**config.mk**
```make
export PLATFORM = sky130hd
export DESIGN_NAME = demux_base_flat
export DESIGN_NICKNAME = d
export VERILOG_FILES = /design/src/rtl/demux_base_if.sv /design/src/rtl/demux_base.sv /design/src/flat_wrapper.sv
export SDC_FILE = /design/constraint.sdc
export NUM_CORES = 1
export LEC_CHECK = 0
export BUFFER_PORTS_ARGS = -buffer_cell sky130_fd_sc_hd__buf_2
export CORE_UTILIZATION = 25
export DETAILED_ROUTE_END_ITERATION = 8
export SLEW_MARGIN = 20
export SYNTH_ARGS = -nofsm -noshare
export SYNTH_HDL_FRONTEND = slang
export SYNTH_SLANG_ARGS = --single-unit
```
**constraint.sdc**
```tcl
create_clock -name clk -period 1.97 [get_ports clk]
set_input_delay 0.0985 -clock clk [delete_from_list [all_inputs] [get_ports clk]]
set_output_delay 0.0985 -clock clk [all_outputs]
set_load 0.01 [all_outputs]
```
**src/rtl/demux_base_if.sv**
```systemverilog
// Producer/consumer bundle for demux_base: one input port with a lane select and
// NUMBER_INPUT output lanes, each with its own valid/ready pair.
interface demux_base_if #(
    parameter int BIT          = 19,
    parameter int NUMBER_INPUT = 8
);
    localparam int SEL_W = (NUMBER_INPUT > 1) ? $clog2(NUMBER_INPUT) : 1;

    // Valid/ready: a word moves on a rising edge where valid and ready are both 1.
    // A source holds valid and its data stable until that edge; ready may toggle freely.
    logic                        in_valid;
    logic                        in_ready;
    logic [SEL_W-1:0]            sel;
    logic [BIT-1:0]              IN;
    logic [NUMBER_INPUT-1:0]     out_valid;
    logic [NUMBER_INPUT-1:0]     out_ready;
    logic [NUMBER_INPUT*BIT-1:0] OUT;
    logic                        sel_err;

    modport master (
        output in_valid, sel, IN, out_ready,
        input  in_ready, out_valid, OUT, sel_err
    );

    modport slave (
        input  in_valid, sel, IN, out_ready,
        output in_ready, out_valid, OUT, sel_err
    );
endinterface

```
**src/rtl/demux_base.sv**
```systemverilog
// Registered 1-to-NUMBER_INPUT demultiplexer: each accepted word is appended to the
// FIFO of the selected lane; each lane drains through its own valid/ready handshake.
module demux_base #(
    parameter int BIT          = 19,
    parameter int NUMBER_INPUT = 8,
    parameter int LANE_DEPTH   = 2
) (
    input  logic         clk,
    input  logic         rst_n,
    demux_base_if.slave  bus
);
    localparam int SEL_W = (NUMBER_INPUT > 1) ? $clog2(NUMBER_INPUT) : 1;
    localparam int PTR_W = (LANE_DEPTH > 1) ? $clog2(LANE_DEPTH) : 1;
    localparam int CNT_W = $clog2(LANE_DEPTH + 1);

    localparam logic [PTR_W-1:0] PTR_LAST = PTR_W'(LANE_DEPTH - 1);
    localparam logic [CNT_W-1:0] CNT_FULL = CNT_W'(LANE_DEPTH);
    localparam logic [SEL_W:0]   LANES    = (SEL_W + 1)'(NUMBER_INPUT);

    logic                        sel_ok;
    logic                        accept;
    logic                        sel_err_q;
    logic [NUMBER_INPUT-1:0]     lane_hit;
    logic [NUMBER_INPUT-1:0]     lane_room;
    logic [NUMBER_INPUT-1:0]     lane_push;
    logic [NUMBER_INPUT-1:0]     lane_pop;
    logic [NUMBER_INPUT-1:0]     lane_valid;
    logic [NUMBER_INPUT*BIT-1:0] lane_data;

    // NUMBER_INPUT need not be a power of two, so some sel codes address no lane.
    assign sel_ok = {1'b0, bus.sel} < LANES;

    always_comb begin
        lane_hit = '0;
        for (int k = 0; k < NUMBER_INPUT; k++) begin
            lane_hit[k] = sel_ok && (bus.sel == SEL_W'(k));
        end
    end

    // Out-of-range words are always taken so the producer never stalls on them.
    assign bus.in_ready = !sel_ok || (|(lane_hit & lane_room));
    assign accept       = bus.in_valid && bus.in_ready;
    assign lane_push    = {NUMBER_INPUT{accept}} & lane_hit;
    assign lane_pop     = lane_valid & bus.out_ready;

    for (genvar k = 0; k < NUMBER_INPUT; k++) begin : g_lane
        logic [BIT-1:0]   mem [LANE_DEPTH];
        logic [PTR_W-1:0] rd_ptr;
        logic [PTR_W-1:0] wr_ptr;
        logic [CNT_W-1:0] cnt;

        always_ff @(posedge clk or negedge rst_n) begin
            if (!rst_n) begin
                rd_ptr <= '0;
                wr_ptr <= '0;
                cnt    <= '0;
            end else begin
                if (lane_push[k]) begin
                    wr_ptr <= (wr_ptr == PTR_LAST) ? '0 : wr_ptr + 1'b1;
                end
                if (lane_pop[k]) begin
                    rd_ptr <= (rd_ptr == PTR_LAST) ? '0 : rd_ptr + 1'b1;
                end
                case ({lane_push[k], lane_pop[k]})
                    2'b10:   cnt <= cnt + 1'b1;
                    2'b01:   cnt <= cnt - 1'b1;
                    default: cnt <= cnt;
                endcase
            end
        end

        // Storage needs no reset: the count gates everything that reaches the outputs.
        always_ff @(posedge clk) begin
            if (lane_push[k]) begin
                mem[wr_ptr] <= bus.IN;
            end
        end

        // A full lane still accepts when its head leaves on the same edge.
        assign lane_room[k]               = (cnt < CNT_FULL) || lane_pop[k];
        assign lane_valid[k]              = (cnt != '0);
        assign lane_data[k*BIT +: BIT]    = lane_valid[k] ? mem[rd_ptr] : '0;
    end

    always_ff @(posedge clk or negedge rst_n) begin
        if (!rst_n) begin
            sel_err_q <= 1'b0;
        end else begin
            sel_err_q <= accept && !sel_ok;
        end
    end

    assign bus.out_valid = lane_valid;
    assign bus.OUT       = lane_data;
    assign bus.sel_err   = sel_err_q;
endmodule

```
**src/flat_wrapper.sv**
```systemverilog
// flat-port wrapper written by rule: the top's interface ports become plain ports
module demux_base_flat 
#(
    parameter int BIT          = 19,
    parameter int NUMBER_INPUT = 8,
    parameter int LANE_DEPTH   = 2
)
  (clk, rst_n, bus_in_valid, bus_sel, bus_IN, bus_out_ready, bus_in_ready, bus_out_valid, bus_OUT, bus_sel_err);
  demux_base_if #(.BIT(BIT), .NUMBER_INPUT(NUMBER_INPUT)) bus_i ();
  input  logic clk;
  input  logic rst_n;
  input wire logic [$bits(bus_i.in_valid)-1:0] bus_in_valid;
  input wire logic [$bits(bus_i.sel)-1:0] bus_sel;
  input wire logic [$bits(bus_i.IN)-1:0] bus_IN;
  input wire logic [$bits(bus_i.out_ready)-1:0] bus_out_ready;
  output wire logic [$bits(bus_i.in_ready)-1:0] bus_in_ready;
  output wire logic [$bits(bus_i.out_valid)-1:0] bus_out_valid;
  output wire logic [$bits(bus_i.OUT)-1:0] bus_OUT;
  output wire logic [$bits(bus_i.sel_err)-1:0] bus_sel_err;
  assign bus_i.in_valid = bus_in_valid;
  assign bus_i.sel = bus_sel;
  assign bus_i.IN = bus_IN;
  assign bus_i.out_ready = bus_out_ready;
  assign bus_in_ready = bus_i.in_ready;
  assign bus_out_valid = bus_i.out_valid;
  assign bus_OUT = bus_i.OUT;
  assign bus_sel_err = bus_i.sel_err;
  demux_base #(.BIT(BIT), .NUMBER_INPUT(NUMBER_INPUT), .LANE_DEPTH(LANE_DEPTH)) u_core (.clk(clk), .rst_n(rst_n), .bus(bus_i));
endmodule
```
==> flow_summary.ini <==
[status]
status = finished, final reports clean

[synth]
synth_top_family_by_area = multiplexers
ys_warn_count = 0
yosysSeqAreaShare = 0.759
yosys-mux-area-fraction = 0.116
synth_xor_area_frac = 0.0268
synth_cells = 811
synth_simple_gate_area_frac = 0.0707
ys_ff_latch = 336
synth_area_sq_mm = 0.0131
synth_nets = 852
synth_fa_ha_area_frac = 0.00765
ys.flop_type = edfxtp_1
async_reset_ff_frac = 0.0952
synth_cell_type_count = 27
synth-edff-count = 304
synth_compound_gate_area_share = 0.00277
synth.avg_cell_area_sq_um = 16.1

[sta]
setup_ws_ns = 0.0699
tns_ns = 0
fmax_ghz = 0.526
setup_viol = 0
maxSlewViolCount = 0
post-route-period-util = 0.965
rsz0062_at_grt = no
hold_violations = 0
clock-skew-final_ns = 0.0131
relSlewSlack = 0.475
period_minus_slack_ns = 1.90
tightest_slew_ns = 0.787

[clock_network]
clock_latency_ns = 0.51
h-tree-depth = 2
clock-root-buffer = clkbuf_16
numCtsBuffers = 34
clock_tree.buffer_depth = 3
path_clk_slew_ns = 0.06
clkSinkCount = 336
cts_tree = done

[finish]
final_util = 0.313
drive_above_1_share = 0.263
nets = 1085
finalNonFillerCells = 1750
area_growth_pct = 23.5

[die]
die_h_um = 231
num_rows = 83
dieWidth_um = 231
dieArea_sq_mm = 0.0532
core_area_sq_mm = 0.0515
initial_core_util = 0.254
ios = 195

[routing]
initialDrtViolationCount = 452
routed_wl_um = 33600
wl_met2_um = 16200
antenna_left = 0
top_layer = met4
met1Wirelength_um = 15100
dr_wl_met3_um = 1830
drt_first_pass_iters = 5
drc = 0
post_drt_wl_per_cell_um = 19.2
dr_total_vias = 7399
via_per_inst = 4.23

[global_route]
grt_pass1_wl_um = 47900
grt.total_usage = 0.125
overflow = 0
antenna_found_initial = 0
grt_max_degree = 33
grt_pass1_vias = 7137

[power]
intPower_w = 0.0146
ir_drop_uv = 639
seq_power_share = 0.393
p_leak_nw = 6.25
power_density_mw_per_mm2 = 1370
p_clk_frac = 0.264
switching_share = 0.340
p_comb_frac = 0.343
switching_power_w = 0.00753

[worst_hold_path]
hold_depth = 3
hp-class = in -> reg

[critical_path]
regToRegSetupSlack_ns = 0.28
worstPathMaxFanout = 2
arrival_ns = 1.80
worst-setup-path-type = reg -> out
worstSetupStartpointType = flop
cp.required_ns = 1.87
r2r.worst_path.cells = 6
endpoint_kind = primary output

[place]
pre_cts_ws_ns = 0.342
dp_hpwl_um = 23200
routabilityCongestion = 0.755
portBuffers = 193
placed_cells = 1682

[flow_run]
cap_violations = 0
[power by group through the flow]
stage	combinational [W]	clock (W)	sequential, W
2_1_floorplan	0.00453	0	0.00876
3_3_place_gp	0.00764	0	0.00884
3_5_place_dp	0.00771	0	0.00886
4_1_cts	0.00779	0.00602	0.00871
5_1_grt	0.00831	0.00630	0.00878
6_report	0.00761	0.00585	0.00871
[synthesized netlist by cell type (2+ instances only)]
master	count	area [sq um]
a22oi_1	2	15.0
and2_1	3	18.8
buf_2	17	85.1
clkbuf_1	16	60.1
dfrtp_1	32	801
edfxtp_1	304	9130
ha_1	8	100
inv_1	16	60.1
mux2i_1	152	1520
nand2b_1	8	50.1
nand3_1	5	25.0
nand3b_1	2	15.0
nor2_1	183	687
nor2b_1	11	68.8
or3b_1	2	17.5
xnor2_1	23	201
xor2_1	17	149
[routing by layer]
| metal | track usage | up-vias |
|---|---|---|
| li1 | - | 3398 |
| met1 | 0.171 | 3719 |
| met2 | 0.209 | 246 |
| met3 | 0.0198 | 36 |
| met4 | 0.0255 | 0 |
| met5 | 0 | - |
[layout by cell type, fill, tap and decap left out, types with 3 or more instances in the layout]
master	n
nor2_2	8
buf_12	5
clkbuf_16	35
nand3_1	5
xor2_1	17
and2_1	3
buf_2	193
dlygate4sd3_1	5
buf_6	3
ha_1	8
xnor2_1	23
dfrtp_1	32
clkbuf_1	9
clkinv_2	4
buf_4	25
nor2b_1	10
clkinv_1	8
mux2i_1	151
nand2b_1	8
edfxtp_1	304
nor2_1	175
inv_1	16
[stage by stage]
step,cell area (sq um),hold WS [ns],total power [W]
after floorplan,13100,-0.197,0.0133
after global placement,15100,0.221,0.0165
after detailed placement,15100,0.235,0.0166
after CTS,16100,0.000485,0.0225
after global routing,16100,0.00878,0.0234
final,16100,0.0199,0.0222
[cell type report]
cell class | instances | area [sq um]
inverter | 16 | 60.1
multi-input combinational | 425 | 2970
sequential | 336 | 9930
antenna | 2 | 5.00
timing repair buffer | 231 | 1340
clock buffer | 45 | 923
clock inverter | 15 | 73.8
fill | 5162 | 35400
tap | 680 | 851
[cell families (layout without fill, tap and decap cells)]
group	after synthesis	after routing
buffers and inverters	50	307
muxes	152	152
DFF	336	336
AOI/OAI and AO/OA	5	5
xor gates and xnor gates	40	40
and+or+nand+nor	219	219
other	1	3
adders and majority gates	8	8
[flip-flops by register name, summed over array words and instances, names as in the netlist]
name and flops:
u_core.g_lane.mem 304, u_core.g_lane.cnt 16, u_core.g_lane.wr_ptr 8, u_core.g_lane.rd_ptr 8
[path summary, 6_finish.rpt]
check | endpoint | from
max in group asynchronous | u_core.g_lane[6].wr_ptr$_DFFE_PN0P_ | rst_n
hold / removal | u_core.g_lane[2].rd_ptr$_DFFE_PN0P_ | bus_out_ready[2]
setup / recovery | bus_in_ready | u_core.g_lane[0].cnt[1]$_DFFE_PN0P_
hold reg to reg | u_core.g_lane[3].rd_ptr$_DFFE_PN0P_ | u_core.g_lane[3].rd_ptr$_DFFE_PN0P_
min in group asynchronous | u_core.g_lane[2].rd_ptr$_DFFE_PN0P_ | rst_n
setup reg to reg | u_core.g_lane[0].cnt[1]$_DFFE_PN0P_ | u_core.g_lane[0].cnt[1]$_DFFE_PN0P_
[critical path, stage by stage (launching register included)]
cell	delay, ns
dfrtp_1	0.38
or3b_1	0.42
a211oi_2	0.23
a311oi_1	0.09
buf_2	0.17
[what timing repair did]
action | in CTS | in global routing
pin swaps | 0 | 0
hold buffers | 5 | 0
endpoints found under the setup margin | 2 | 8
resized for setup | 1 | 4
buffers inserted | 1 | 0
endpoints found under the hold margin | 36 | 0
Note: power is estimated with default switching activity, not from simulation.
